[src/rtl/keypad_pkg.sv]
// keypad_pkg: shared types and constants for the 4x4 hex keypad path.
//   state_t        controller states
//   onehot_idx_t   result of onehot_to_idx (valid flag + 2-bit bit position)
//   KEY_MAP        hex code per key, indexed by {row, col} bit positions
//                  (bit 3 = top row / leftmost column)
package keypad_pkg;

  typedef enum logic [1:0] {
    IDLE,
    DEBOUNCE,
    HELD,
    RELEASE
  } state_t;

  typedef struct packed {
    logic       valid;
    logic [1:0] idx;
  } onehot_idx_t;

  // Entry {r,c}. Physical layout, top row first, left to right:
  //   1 2 3 A / 4 5 6 B / 7 8 9 C / E 0 F D
  localparam logic [3:0] KEY_MAP [16] = '{
    4'hD, 4'hF, 4'h0, 4'hE,   // r0: c0..c3
    4'hC, 4'h9, 4'h8, 4'h7,   // r1
    4'hB, 4'h6, 4'h5, 4'h4,   // r2
    4'hA, 4'h3, 4'h2, 4'h1    // r3
  };

  function automatic onehot_idx_t onehot_to_idx(input logic [3:0] vec);
    onehot_idx_t res;
    res = '0;
    case (vec)
      4'b0001: res = '{valid: 1'b1, idx: 2'd0};
      4'b0010: res = '{valid: 1'b1, idx: 2'd1};
      4'b0100: res = '{valid: 1'b1, idx: 2'd2};
      4'b1000: res = '{valid: 1'b1, idx: 2'd3};
      default: res = '0;
    endcase
    return res;
  endfunction

endpackage

[src/rtl/keypad_decoder.sv]
// keypad_decoder: combinational decode of one scanner sample.
//   rowsSync  in   row sense for the currently driven column
//   colsSync  in   column drive, must be one-hot to count as a visit
//   visit     out  colsSync is exactly one-hot
//   c         out  driven column bit position
//   r         out  highest closed row bit position (0 when none)
//   anyRow    out  at least one row closed
//   code      out  hex code of key (r, c)
module keypad_decoder
  import keypad_pkg::*;
(
  input  logic [3:0] rowsSync,
  input  logic [3:0] colsSync,
  output logic       visit,
  output logic [1:0] c,
  output logic [1:0] r,
  output logic       anyRow,
  output logic [3:0] code
);

  onehot_idx_t col;

  always_comb begin
    col    = onehot_to_idx(colsSync);
    visit  = col.valid;
    c      = col.idx;
    anyRow = |rowsSync;
    // Highest row wins when several are closed.
    casez (rowsSync)
      4'b1???: r = 2'd3;
      4'b01??: r = 2'd2;
      4'b001?: r = 2'd1;
      default: r = 2'd0;
    endcase
    code = KEY_MAP[{r, c}];
  end

endmodule

[src/rtl/keypad_controller.sv]
// keypad_controller: debounce, decode and one-key lockout for a 4x4 keypad.
//   clk       in   system clock
//   reset     in   asynchronous active-low reset
//   rowsSync  in   synchronized rows (high = key closed in driven column)
//   colsSync  in   synchronized one-hot column drive
//   key       out  hex code of last accepted key
//   keyValid  out  one-cycle strobe per accepted press
//   keyHeld   out  accepted key not yet released
//   digitOld  out  previous accepted key
//   digitNew  out  most recent accepted key
module keypad_controller
  import keypad_pkg::*;
#(
  parameter int unsigned DEBOUNCE_ROUNDS = 3
) (
  input  logic       clk,
  input  logic       reset,
  input  logic [3:0] rowsSync,
  input  logic [3:0] colsSync,
  output logic [3:0] key,
  output logic       keyValid,
  output logic       keyHeld,
  output logic [3:0] digitOld,
  output logic [3:0] digitNew
);

  localparam int unsigned   CW   = $clog2(DEBOUNCE_ROUNDS + 1);
  localparam logic [CW-1:0] LAST = CW'(DEBOUNCE_ROUNDS - 1);
  localparam logic [CW-1:0] ONE  = CW'(1);

  logic          visit;
  logic [1:0]    dec_c;
  logic [1:0]    dec_r;
  logic          any_row;
  logic [3:0]    dec_code;

  state_t        state;
  logic [CW-1:0] count;
  logic [1:0]    cand_c;
  logic [1:0]    cand_r;

  logic          cand_hit;
  logic          cand_row;
  logic          accept;
  logic [3:0]    accept_code;

  keypad_decoder u_decoder (
    .rowsSync (rowsSync),
    .colsSync (colsSync),
    .visit    (visit),
    .c        (dec_c),
    .r        (dec_r),
    .anyRow   (any_row),
    .code     (dec_code)
  );

  always_comb begin
    cand_hit    = visit && (dec_c == cand_c);
    cand_row    = rowsSync[cand_r];
    accept      = ((state == IDLE) && visit && any_row && (DEBOUNCE_ROUNDS == 1)) ||
                  ((state == DEBOUNCE) && cand_hit && cand_row && (count == LAST));
    // A single-round press is accepted straight from IDLE before the
    // candidate registers are loaded, so take the code from the decoder.
    accept_code = (state == IDLE) ? dec_code : KEY_MAP[{cand_r, cand_c}];
  end

  always_ff @(posedge clk or negedge reset) begin
    if (!reset) begin
      state    <= IDLE;
      count    <= '0;
      cand_c   <= '0;
      cand_r   <= '0;
      key      <= '0;
      keyValid <= 1'b0;
      keyHeld  <= 1'b0;
      digitOld <= '0;
      digitNew <= '0;
    end else begin
      keyValid <= 1'b0;

      unique case (state)
        IDLE: begin
          if (visit && any_row) begin
            cand_c <= dec_c;
            cand_r <= dec_r;
            count  <= ONE;
            state  <= DEBOUNCE;
          end
        end
        DEBOUNCE: begin
          if (cand_hit) begin
            if (cand_row) begin
              // Acceptance happens at count == LAST, so this lands exactly
              // on DEBOUNCE_ROUNDS and never exceeds it.
              count <= count + 1'b1;
            end else begin
              count <= '0;
              state <= IDLE;
            end
          end
        end
        HELD: begin
          if (cand_hit && !cand_row) begin
            if (DEBOUNCE_ROUNDS == 1) begin
              count   <= '0;
              keyHeld <= 1'b0;
              state   <= IDLE;
            end else begin
              count <= ONE;
              state <= RELEASE;
            end
          end
        end
        RELEASE: begin
          if (cand_hit) begin
            if (cand_row) begin
              state <= HELD;
            end else if (count == LAST) begin
              count   <= '0;
              keyHeld <= 1'b0;
              state   <= IDLE;
            end else begin
              count <= count + 1'b1;
            end
          end
        end
        default: state <= IDLE;
      endcase

      // Overrides the DEBOUNCE/IDLE next-state chosen above.
      if (accept) begin
        state    <= HELD;
        key      <= accept_code;
        digitOld <= digitNew;
        digitNew <= accept_code;
        keyValid <= 1'b1;
        keyHeld  <= 1'b1;
      end
    end
  end

endmodule
[config.mk]
export PLATFORM = sky130hd
export DESIGN_NAME = keypad_controller
export DESIGN_NICKNAME = d
export VERILOG_FILES = /design/src/rtl/keypad_pkg.sv /design/src/rtl/keypad_decoder.sv /design/src/rtl/keypad_controller.sv
export SDC_FILE = /design/constraint.sdc
export NUM_CORES = 1
export LEC_CHECK = 0
export ABC_AREA = 1
export BUFFER_PORTS_ARGS = -buffer_cell sky130_fd_sc_hd__buf_2
export CELL_PAD_IN_SITES_DETAIL_PLACEMENT = 0
export CELL_PAD_IN_SITES_GLOBAL_PLACEMENT = 1
export CORE_MARGIN = 2
export CORE_UTILIZATION = 43
export DETAILED_ROUTE_END_ITERATION = 8
export PLACE_DENSITY = 0.93
export SYNTH_ARGS = -nofsm -noshare
export SYNTH_HDL_FRONTEND = slang
export SYNTH_SLANG_ARGS = --single-unit
[constraint.sdc]
create_clock -name clk -period 3.95 [get_ports clk]
set_input_delay 0.395 -clock clk [delete_from_list [all_inputs] [get_ports clk]]
set_output_delay 0.395 -clock clk [all_outputs]
set_load 0.05 [all_outputs]
== After elaboration in Yosys (flattened, before gate mapping) ==
Memory sizes are Yosys's and may differ from the RTL's. A register that Yosys moved wholly into a read port is not among the register bits.
Index checks and enable logic that the tools add are counted.
Cells by class
  bitwise logic cells: 1
  add/subtract/negate cells: 1
  reductions and logical operators: 17
  mux-type cells: 26
  eq/ne operators: 23
  order comparisons: 1
Operators by type and width (count)
  2-to-1 mux 2 bit: 14
  one-hot mux 2 bit (4 select lines): 2
  inequality test 3 bit (second input constant): 4
  one-hot mux 3 bit (4 select lines): 1
  inequality test 2 bit (second input constant): 4
  2-to-1 mux 1 bit: 7
  == test 2 bit (second input constant): 3
  logical AND 1 bit: 6
  one-hot mux 2 bit (3 select lines): 1
  AND reduction 6 bit: 1
  nonzero test 2 bit: 3
  NOT 4 -> 5 bit: 1
  AND reduction 5 bit: 1
  == test 2 x 1 -> 1 bit (second input constant): 2
  == test 4 x 1 -> 1 bit (second input constant): 1
  == test 4 x 2 -> 1 bit (second input constant): 1
  == test 4 x 3 -> 1 bit (second input constant): 1
  == test 4 bit (second input constant): 1
  inequality test 2 x 1 -> 1 bit (second input constant): 2
  inequality test 4 bit (second input constant): 1
  AND reduction 4 bit: 1
  OR reduction 4 bit: 1
  == test 3 x 1 -> 1 bit (second input constant): 1
  < comparator 2 x 3 -> 1 bit (second input constant): 1
  7 further kinds: 8
Storage, ports and cells
  flip-flop bits (word level): 14
  output and inout port bits: 14
  ROM bits: 64
  input port bits: 10
  word-level logic and storage cells: 77
  memories: 1
Memory list
  (name not given): words 16, bits a word 4, rd ports 1, clocked after Yosys merged registers in 1, wr ports 0, line keypad_controller.sv:64  | accept_code = (state == IDLE) ? dec_code : KEY_MAP[{cand_r, cand_c}];

== Depth between registers and ports, before layout ==
Gate-level depths: netlist of the first run.
  depth after elaboration: 9
  mapped depth: 13
  gate-level depth less buffers: 12

== Hierarchy ==
Synthesis of the first run repeated with hierarchy kept, for this count alone.
Unflattened totals
  cells, all modules: 206
  area total of the unflattened synthesis: 1445.1 sq um
By module, submodules not included
  keypad_controller: cells an instance 157, area an instance 1194.9 sq um, sequential area each 450.4 sq um, times used 1
  keypad_decoder: cells an instance 49, area an instance 250.2 sq um, sequential area each 0.0 sq um, times used 1

== Least setup slack after synthesis of the first run ==
No wires, ideal clock.
  path type: reg-to-reg
  from: reg cand_r[0]
  to: reg state[0]
  setup time: 0.117 ns
  setup slack: 2.494 ns
  arrival: 1.339 ns
  clock period less this slack: 1.456 ns
  buffers on the path: 1
  cell stages (with the launch flop): 14
  data required time: 3.833 ns
  cells stage by stage: dfrtp_1 > buf_6 > inv_6 > nand2_1 > nand3_1 > nand2_4 > nor2_8 > nand2_4 > inv_1 > nand3_2 > nand2_1 > nand3_1 > nand2_1 > nand2_1
On the way
  word-level cells in the longest chain between the ends: 6
  elaborated cells on any way between the ends: 17
  classes of those cells: eq/ne (6); mux (6); reduce/logical (5)
RTL lines
  from (decl): line keypad_controller.sv:40  | logic [1:0] cand_r;
  from (signal assigned): line keypad_controller.sv:85  | cand_r <= dec_r;
  binary-select mux 1 bit (select 2 bit) (*): line keypad_controller.sv:59  | cand_row = rowsSync[cand_r];
  2-to-1 mux 1 bit (not written as such) (*): line keypad_controller.sv:59
  2-to-1 mux 2 bit, or another cell as far along: line keypad_controller.sv:116  | if (cand_row) begin
  2-to-1 mux 2 bit, or another cell as far along: line keypad_controller.sv:115  | if (cand_hit) begin
  one-hot mux 2 bit (4 select lines), or another cell as far along: line keypad_controller.sv:81  | unique case (state)
  2-to-1 mux 2 bit / AND reduction 6 bit (equally long branches)
  to (signal assigned): line keypad_controller.sv:117  | state <= HELD;
  to (signal assigned): line keypad_controller.sv:121  | state <= IDLE;
  to (signal assigned): line keypad_controller.sv:132  | state <= HELD;
  to (decl): line keypad_controller.sv:37  | state_t state;
Mark *: on every way between the ends. The rest lies on a longest branch, timed or not. The select of a mux whose other input is x is not followed.
A chain may end at the register's enable or synchronous reset.

== Final worst setup path of the first run ==
Same ends and word-level chain as after synthesis.

==> results.sh, run 1 <==
export IMPL_clk_pin_slew_ps=100
export IMPL_synth_xor_area_share_pct=0
export IMPL_path_max_fanout=13
export IMPL_synth_top_family_by_area="simple AND/OR/NAND/NOR gates"
export IMPL_routedWlPerCell_um=11.04
export IMPL_coreArea_sq_um=3003
export IMPL_dpl_instance_area_sq_um=1429
export IMPL_synth_cells=172
export IMPL_worstMarginPinSlew_ps=402.9
export IMPL_final_area_sq_um=1451
export IMPL_switchingPower_uw=584.0
export IMPL_max_freq_ghz=0.5704
export IMPL_ant_nets=0
export IMPL_pwr_share_seq_pct=32.0
export IMPL_ctsResizeCount=0
export IMPL_row_count=20
export IMPL_grt_use_total_pct=16.44
export IMPL_yosysWarnings=0
export IMPL_layout_setup_ws_ps=2197
export IMPL_dpl_hpwl_mm=2.015
export IMPL_ctsHoldBuffers=0
export IMPL_drt_total_wl_mm=2.485
export IMPL_status="complete, no violations"
export IMPL_cts_root_buf="clkbuf_4"
export IMPL_finClkSkew_ps=1.290
export IMPL_fin_crit_ps=1753
export IMPL_vias=1114
export IMPL_mostFrequentLayoutCells="nand2_1, buf_2, inv_1"
export IMPL_numCtsBuffers=3
export IMPL_io_buffers=23
export IMPL_gp_congestion=0.8071
export IMPL_dpl_worst_slack_ps=2156
export IMPL_firstDrtPassIters=4
export IMPL_post_cts_repair_setup_buffers=0
export IMPL_diodes=0
export IMPL_relSlewSlack_pct=73.14
export IMPL_cp_arrival_ps=1990
export IMPL_ctsLongestPathBuffers=2
export IMPL_grt_pass1_vias=1039
export IMPL_setup_tns_ps=0
export IMPL_yosys_area_share_adder_pct=8.499
export IMPL_drcViolationCount=0
export IMPL_synth_area_leaders="dfrtp_1, nand2_1, ha_1, o21ai_0, inv_1"
export IMPL_critical_path_class="flop to flop"
export IMPL_synth_fp_nets=191
export IMPL_synthMuxAreaShare_pct=1.511
export IMPL_synth_simple_area_share_pct=34.37
export IMPL_grt_max_degree=19
export IMPL_syn2layout_area_growth_pct=9.537
export IMPL_routed_via_density=4.951
export IMPL_rsz0062_at_grt="no"
export IMPL_setup_viol=0
export IMPL_die_w_um=59.51
export IMPL_synth_compound_area_share_pct=10.48
export IMPL_clk_latency_ps=290
export IMPL_ios=24
export IMPL_grt_pass1_wl_mm=4.498
export IMPL_synth_top_area_cell="dfrtp_1"
export IMPL_p_comb_share_pct=59.3
export IMPL_synth_top_area_share_pct=33.99
export IMPL_nets=213
export IMPL_clockPowerShare_pct=8.7
export IMPL_cts_tree="done"
export IMPL_period_share_pct=44.38
export IMPL_final_common_cell="nand2_1"
export IMPL_avgSynthCellArea_sq_um=7.704
export IMPL_die_area_sq_um=3541
export IMPL_ys_seq_area_share_pct=33.99
export IMPL_h_tree_depth=1
export IMPL_hold_viol_final=0
export IMPL_synth_seq_cells=18
export IMPL_antenna_found_initial=0
export IMPL_slew_violations=0
export IMPL_startpoint_type="flop"
export IMPL_critPathRequiredTime_ps=4190
export IMPL_swShare_pct=56.14
export IMPL_initial_utilization_pct=44.13
export IMPL_end_kind="flop"
export IMPL_hp_class="input port to async pin"
export IMPL_placed_cells=222
export IMPL_cap_viol_max_count=0
export IMPL_cts_sinks=18
export IMPL_power_per_cell_area_nw_per_um2=716.7
export IMPL_final_cells=225
export IMPL_first_iter_violations=22
export IMPL_hold_ws_ps=13.84
export IMPL_die_h_um=59.51
export IMPL_vdd_drop_max_v=0.0001935
export IMPL_synth_distinct_cells=30
export IMPL_drive_gt1_share_pct=23.44
export IMPL_synth_area_sq_um=1325
export IMPL_p_int_uw=456.2
export IMPL_total_leakage_power_uw=0.0007981
export IMPL_grt_overflow=0
[per-stage QoR]
stage               utilization, %  total power, uW
finish                       48.33             1040
global route                 48.33             1134
CTS                          48.33             1048
detailed placement           47.58            956.8
global placement             47.58            946.4
floorplan                        -            857.6
[layout make-up]
type | count | area (sq um)
inverter | 24 | 95.09
multi-input combinational | 124 | 726.9
timing repair buffer | 23 | 115.1
sequential | 18 | 450.4
clock buffer | 3 | 22.52
tap | 33 | 41.29
fill | 308 | 1551
[logic make-up (layout without fill, tap and decap cells)]
kind of cell / after synthesis / in the layout
fa+ha+maj: 9 / 9
buf+inv: 30 / 50
mux: 2 / 2
flops: 18 / 18
compound gates: 24 / 24
simple gates: 89 / 89
[worst max-delay path: stages (launching register included)]
cell     delay, ps
dfrtp_1        510
inv_6          120
nand2_1         50
nand3_1        100
nand2_4        100
nor2_8         120
nand2_4         60
nor2_4         270
nor2_1          80
nor2_1         120
nand3_1         90
nand2_1         60
[synthesized netlist by cell type]
cell type	number
a22o_1	1
inv_2	3
o311ai_0	1
nand4_1	3
nand3_4	1
a31oi_2	1
dfrtp_1	18
nor3_4	1
nor3_1	1
mux2i_1	2
a21oi_1	1
inv_1	20
nor2_1	17
nand2_4	2
buf_6	2
nand2_2	1
buf_4	4
nand3_2	3
ha_1	9
o211ai_1	1
o21ai_1	2
a31oi_1	1
nor2_4	2
or2_2	1
nor2_2	2
nor2_8	1
nand2_1	45
inv_6	1
nand3_1	9
o21ai_0	16
[metal layers]
metal / up-vias / GRT usage [%] / part of all wire (%)
met5: - / 0 / 0
met1: 493 / 21.05 / 49
met4: 0 / 5.714 / 1.1
met2: 26 / 28.41 / 47
met3: 5 / 1.965 / 3.1
li1: 590 / - / -
[power groups by stage]
stage | sequential [uW] | clock (uW) | combinational [uW]
6_report | 333 | 90.9 | 616
5_1_grt | 345 | 100 | 689
4_1_cts | 333 | 92.8 | 622
3_5_place_dp | 337 | 0 | 620
3_3_place_gp | 333 | 0 | 613
2_1_floorplan | 422 | 0 | 436
[path summary, 6_finish.rpt]
check	start	endpoint	slack, ps	cells after the start
setup / recovery	cand_r[0]	state[0]	2200	11
hold / removal	reset	digitNew[0]	10	1
setup reg to reg	cand_r[0]	state[0]	2200	11
hold reg to reg	digitOld[3]	digitOld[3]	470	2
max in group asynchronous	reset	keyHeld	3650	1
min in group clk	rowsSync[3]	cand_r[1]	380	3
[sequential cells by signal, indices dropped and copies added, names as in the netlist]
name and cells:
digitNew 4, digitOld 4, cand_c 2, cand_r 2
count 2, state 2, keyHeld 1, keyValid 1
No activity file was read; power rests on OpenSTA's default activity.
==> run 2, diff against run 1 <==
--- a/config.mk
+++ b/config.mk
@@ -10,9 +10,9 @@
 export CELL_PAD_IN_SITES_DETAIL_PLACEMENT = 0
 export CELL_PAD_IN_SITES_GLOBAL_PLACEMENT = 1
 export CORE_MARGIN = 2
-export CORE_UTILIZATION = 43
+export CORE_UTILIZATION = 36
 export DETAILED_ROUTE_END_ITERATION = 8
-export PLACE_DENSITY = 0.93
+export PLACE_DENSITY = 0.84
 export SYNTH_ARGS = -nofsm -noshare
 export SYNTH_HDL_FRONTEND = slang
 export SYNTH_SLANG_ARGS = --single-unit
==> constraint.sdc (replaced) <==
create_clock -name clk -period 1.42 [get_ports clk]
set_input_delay 0.142 -clock clk [delete_from_list [all_inputs] [get_ports clk]]
set_output_delay 0.142 -clock clk [all_outputs]
set_load 0.05 [all_outputs]
==> run 2 against run 1 <==
Net effect:
- the run now ends with negative setup slack left
- non-clock buffer count rose by 33
- die area rose by 18%
- sequential power rose to 2.6 times the previous value
- utilization rose by 2.2 points
- via count rose by 12%
- count of clock-buffer cells in the layout rose by 1
- flip-flop and latch count did not move
- wire length rose by 15%
- power rose to 3.5 times the previous value
- cell count rose by 22%
- register-to-register slack got worse by 2200 ps
- worst setup slack got worse by 2200 ps
- highest routed layer unchanged
==> results.sh, run 2 (synthesized netlist as in run 1, its figures left out) <==
export IMPL_status="finished, violations left"
export IMPL_violations="negative setup slack"
export IMPL_clk_latency_ps=250
export IMPL_max_freq_ghz=0.6953
export IMPL_grt_max_degree=19
export IMPL_hp_class="input port to flop"
export IMPL_diodes=0
export IMPL_die_w_um=64.67
export IMPL_ant_nets=0
export IMPL_worstMarginPinSlew_ps=395.8
export IMPL_die_h_um=64.67
export IMPL_syn2layout_area_growth_pct=37.39
export IMPL_h_tree_depth=1
export IMPL_critical_path_top_delay_family="simple AND/OR/NAND/NOR gates"
export IMPL_numCtsBuffers=3
export IMPL_layout_setup_ws_ps=-18.17
export IMPL_cp_common_cell="nand2_1"
export IMPL_reg_top3="digitNew (4), digitOld (4)"
export IMPL_path_buf_inv=3
export IMPL_ctsLongestPathBuffers=2
export IMPL_io_buffers=23
export IMPL_vdd_drop_max_v=0.0006088
export IMPL_hold_viol_final=0
export IMPL_grt_overflow=0
export IMPL_drcViolationCount=0
export IMPL_critPathRequiredTime_ps=1610
export IMPL_startpoint_type="flop"
export IMPL_final_common_cell="nand2_1"
export IMPL_final_area_sq_um=1821
export IMPL_row_count=22
export IMPL_n_fill_cell=347
export IMPL_ios=24
export IMPL_cp_startpoint="cand_c[1]"
export IMPL_clk_pin_slew_ps=70
export IMPL_first_iter_violations=32
export IMPL_grt_pass1_vias=1183
export IMPL_drt_total_wl_mm=2.864
export IMPL_critical_path_class="flop to flop"
export IMPL_cp_arrival_ps=1620
export IMPL_firstDrtPassIters=4
export IMPL_relSlewSlack_pct=73.61
export IMPL_final_cells=274
export IMPL_cts_root_buf="clkbuf_8"
export IMPL_vias=1245
export IMPL_die_area_sq_um=4182
export IMPL_fin_crit_ps=1438
export IMPL_antenna_found_initial=0
export IMPL_slew_violations=0
export IMPL_mostFrequentLayoutCells="nand2_1, buf_4, buf_2"
export IMPL_dpl_hpwl_mm=2.237
export IMPL_routed_via_density=4.544
export IMPL_period_share_pct=101.3
export IMPL_total_leakage_power_uw=0.0009826
export IMPL_hold_ws_ps=184.1
export IMPL_finClkSkew_ps=3.897
export IMPL_cts_sinks=18
export IMPL_power_uw=3631
export IMPL_nets=246
export IMPL_setup_viol=6
export IMPL_routedWlPerCell_um=10.45
export IMPL_cts_tree="done"
export IMPL_gp_congestion=0.7955
export IMPL_crit_chain="inv_1 -> nand2_1 -> nand2_1 -> nand3_4 -> nor2_4 -> buf_4 -> buf_6 -> nand2_2 -> nand2_1"
export IMPL_r2r_start="cand_c[1]"
export IMPL_hp_start="rowsSync[3]"
export IMPL_cap_viol_max_count=0
export IMPL_grt_pass1_wl_mm=4.988
export IMPL_power_per_cell_area_nw_per_um2=1995
export IMPL_dpl_instance_area_sq_um=1653
export IMPL_end_kind="flop"
export IMPL_grt_use_total_pct=15.00
export IMPL_coreArea_sq_um=3606
export IMPL_drive_gt1_share_pct=41.15
export IMPL_rsz0062_at_grt="yes"
export IMPL_max_stage_delay_ps=440
export IMPL_initial_utilization_pct=36.75
export IMPL_cp_slowest_cell="dfrtp_2"
export IMPL_path_max_fanout=5
export IMPL_placed_cells=260
## run 2: per-stage QoR
stage	TNS [ps]	util (%)	worst slack [ps]
after floorplan	-1.544	-	-1.544
after global placement	-466.2	45.84	-104.2
after detailed placement	-537.2	45.84	-126.7
after CTS	-393.5	50.31	-59.31
after global routing	-1272	50.49	-140.7
final	-51.07	50.49	-18.17
## run 2: final timing paths
kind / endpoint / slack (ps) / cells past startpoint
max in group asynchronous: cand_r[0] / 770 / 2
worst min-delay path: cand_r[1] / 180 / 3
min in group asynchronous: digitOld[3] / 350 / 2
worst max register to register: keyHeld / -20 / 9
worst max-delay path: keyHeld / -20 / 9
worst min register to register: digitOld[3] / 480 / 2
## run 2: where the power goes
| part | switching [uW] | internal [uW] | leakage, uW | total (uW) |
|---|---|---|---|---|
| Clock | 167 | 246 | 0.0000288 | 412 |
| Combinational | 1450 | 905 | 0.000727 | 2350 |
| Sequential | 166 | 700 | 0.000227 | 867 |
## run 2: worst register-to-register path: stages, from the launching register on
cell,delay (ps)
dfrtp_2,440
inv_1,80
nand2_1,50
nand2_1,120
nand3_4,130
nor2_4,200
buf_4,140
buf_6,110
nand2_2,40
nand2_1,60
## run 2: repair_timing
item,in CTS,in global routing
hold buffers,1,0
gates resized for setup,10,8
endpoints found under the hold margin,18,0
pin swaps,5,4
endpoints found under the setup margin,13,13
gates cloned,1,0
buffers inserted,6,3
## run 2: final cells by class
cell class / count / area [sq um] / share of cell area, %
clock buffer: 4 / 55.05 / 3.024
inverter: 24 / 95.09 / 5.223
multi-input combinational: 124 / 770.7 / 42.34
sequential: 18 / 454.2 / 24.95
tap: 48 / 60.06 / 3.299
timing repair buffer: 56 / 385.4 / 21.17
## run 2: metal layers
| metal | track usage (%) | share of wire (%) |
|---|---|---|
| met5 | 0 | 0 |
| met4 | 5.319 | 0.35 |
| met1 | 19.31 | 48 |
| met2 | 26.43 | 49 |
| met3 | 1.042 | 2.3 |
==> run 3, diff against run 2 <==
==> constraint.sdc (replaced) <==
create_clock -name clk -period 1.42 [get_ports clk]
set_input_delay 0.142 -clock clk [delete_from_list [all_inputs] [get_ports clk]]
set_output_delay 0.142 -clock clk [all_outputs]
set_load 0.02 [all_outputs]
==> run 3 against run 2 <==
Net effect:
- the flow still finishes with violations (negative setup slack)
- worst hold slack worse by 22 ps
- sequential power grew 2%
- power shrank 11%
- clock skew up 0.85 ps
- critical path type unchanged
- critical endpoint is now state[1]
- largest power group unchanged
==> results.sh, run 3 (synthesized netlist as in run 1, its figures left out) <==
export IMPL_status="finished, violations left"
export IMPL_violations="negative setup slack"
export IMPL_ant_nets=0
export IMPL_fin_crit_ps=1443
export IMPL_first_iter_violations=67
export IMPL_r2r_start="cand_r[0]"
export IMPL_die_w_um=64.67
export IMPL_worstHoldEndpoint="cand_r[1]"
export IMPL_end_kind="flop"
export IMPL_syn2layout_area_growth_pct=32.58
export IMPL_critPathRequiredTime_ps=1620
export IMPL_io_buffers=23
export IMPL_final_core_util_pct=48.72
export IMPL_regToRegSetupSlack_ps=-20
export IMPL_cp_slowest_cell="dfrtp_2"
export IMPL_worstReg2RegEnd="state[1]"
export IMPL_hp_class="input port to flop"
export IMPL_diodes=0
export IMPL_grt_use_total_pct=15.27
export IMPL_grt_overflow=0
export IMPL_antenna_found_initial=0
export IMPL_gp_congestion=0.8158
export IMPL_hp_start="rowsSync[3]"
export IMPL_layout_setup_ws_ps=-23.01
export IMPL_ios=24
export IMPL_routedWlPerCell_um=11.02
export IMPL_row_count=22
export IMPL_final_cells=263
export IMPL_period_share_pct=101.6
export IMPL_cap_viol_max_count=0
export IMPL_cts_root_buf="clkbuf_8"
export IMPL_vias=1200
export IMPL_vdd_drop_max_v=0.0006696
export IMPL_ctsLongestPathBuffers=2
export IMPL_grt_pass1_vias=1136
export IMPL_drive_gt1_share_pct=39.53
export IMPL_mostFrequentLayoutCells="nand2_1, buf_2, inv_1"
export IMPL_placed_cells=257
export IMPL_max_stage_delay_ps=440
export IMPL_hold_viol_final=0
export IMPL_dpl_instance_area_sq_um=1630
export IMPL_setup_viol=3
export IMPL_cts_tree="done"
export IMPL_crit_chain="clkinv_4 -> nand2_2 -> nand3_2 -> nand2_4 -> nor2_8 -> nand2_4 -> nor2_4 -> nor2_1 -> nor2_1 -> o21ai_1 -> inv_1"
export IMPL_drt_total_wl_mm=2.898
export IMPL_clk_pin_slew_ps=70
export IMPL_die_area_sq_um=4182
export IMPL_path_max_fanout=5
export IMPL_coreArea_sq_um=3606
export IMPL_drcViolationCount=0
export IMPL_grt_pass1_wl_mm=5.009
export IMPL_numCtsBuffers=3
export IMPL_h_tree_depth=1
export IMPL_reg_top3="digitNew (4), digitOld (4)"
export IMPL_routed_via_density=4.563
export IMPL_power_per_cell_area_nw_per_um2=1831
export IMPL_critical_path_class="flop to flop"
export IMPL_finClkSkew_ps=4.742
export IMPL_final_common_cell="nand2_1"
export IMPL_final_area_sq_um=1757
export IMPL_grt_max_degree=19
export IMPL_firstDrtPassIters=4
export IMPL_cp_arrival_ps=1640
export IMPL_nets=235
export IMPL_cts_sinks=18
export IMPL_ff2ff_path_depth=11
export IMPL_hold_depth=3
export IMPL_worstMarginPinSlew_ps=403.5
export IMPL_dpl_hpwl_mm=2.331
export IMPL_relSlewSlack_pct=73.10
export IMPL_initial_utilization_pct=36.75
export IMPL_startpoint_type="flop"
export IMPL_die_h_um=64.67
export IMPL_total_leakage_power_uw=0.0009348
export IMPL_clk_latency_ps=250
export IMPL_max_freq_ghz=0.6930
export IMPL_rsz0062_at_grt="yes"
export IMPL_slew_violations=0
-- run 3: cell types whose count changed in the layout (fill, tap and decap cells not counted), moves of 2 or more --
cell and change:
nand3_1 -2, buf_4 -11, nor2_2 -2, nand2_1 -5, nor2_1 +3, nand2_4 +2, nand3_2 +2, nand2_2 +3
-- run 3: final cells by class --
class                      instances  area (sq um)
clock buffer                       4         55.05
fill                             348          1849
inverter                          24         95.09
multi-input combinational        124         790.8
sequential                        18         452.9
tap                               48         60.06
timing repair buffer              45         302.8
-- run 3: layer usage --
layer  track usage [%]  vias to the layer above  routed length, um
li1                  -                      633                  -
met3             2.083                        5                 86
met2             27.21                       25               1488
met5                 0                        -                  0
met1             18.47                      537               1273
met4             6.117                        0                 49
-- run 3: through the flow --
step	hold WS [ps]	TNS (ps)	total power, uW	setup slack [ps]
2_1_floorplan	-153.6	0	2081	6.906
3_3_place_gp	94.05	-85.53	2670	-34.31
3_5_place_dp	95.98	-197.7	2706	-51.74
4_1_cts	161.9	0	3169	0.9693
5_1_grt	190.0	-747.2	3498	-108.6
6_report	161.8	-53.61	3217	-23.01
-- run 3: how the worst max path moves through the flow --
stage	startpoint	to	slack, ps	depth (start not counted)
floorplan	cand_r[0]	state[0]	7	13
global placement	colsSync[1]	state[1]	-30	11
detailed placement	colsSync[1]	state[1]	-50	11
CTS	cand_r[0]	state[1]	1	11
global route	cand_r[0]	digitNew[0]	-110	10
finish	cand_r[0]	state[1]	-20	11
-- run 3: report_power, final --
group / switching (uW) / internal, uW / total [uW]
sequential: 184 / 698 / 882
combinational: 1120 / 798 / 1920
clock: 173 / 246 / 419
-- run 3: timing repair --
| item | 4_1_cts | 5_1_grt |
|---|---|---|
| endpoints found under the setup margin | 6 | 13 |
| gates resized for setup | 5 | 17 |
| endpoints found under the hold margin | 18 | 0 |
| setup buffers | 0 | 1 |
| pin swaps | 7 | 7 |
| hold buffers | 1 | 0 |
-- run 3: worst max-delay path: cells and delay by family (launching register included) --
family	cells	cell delay (ps)
AND/OR/NAND/NOR	8	720
flip-flops	1	440
buffers and inverters	2	130
AO/OA/AOI/OAI	1	80
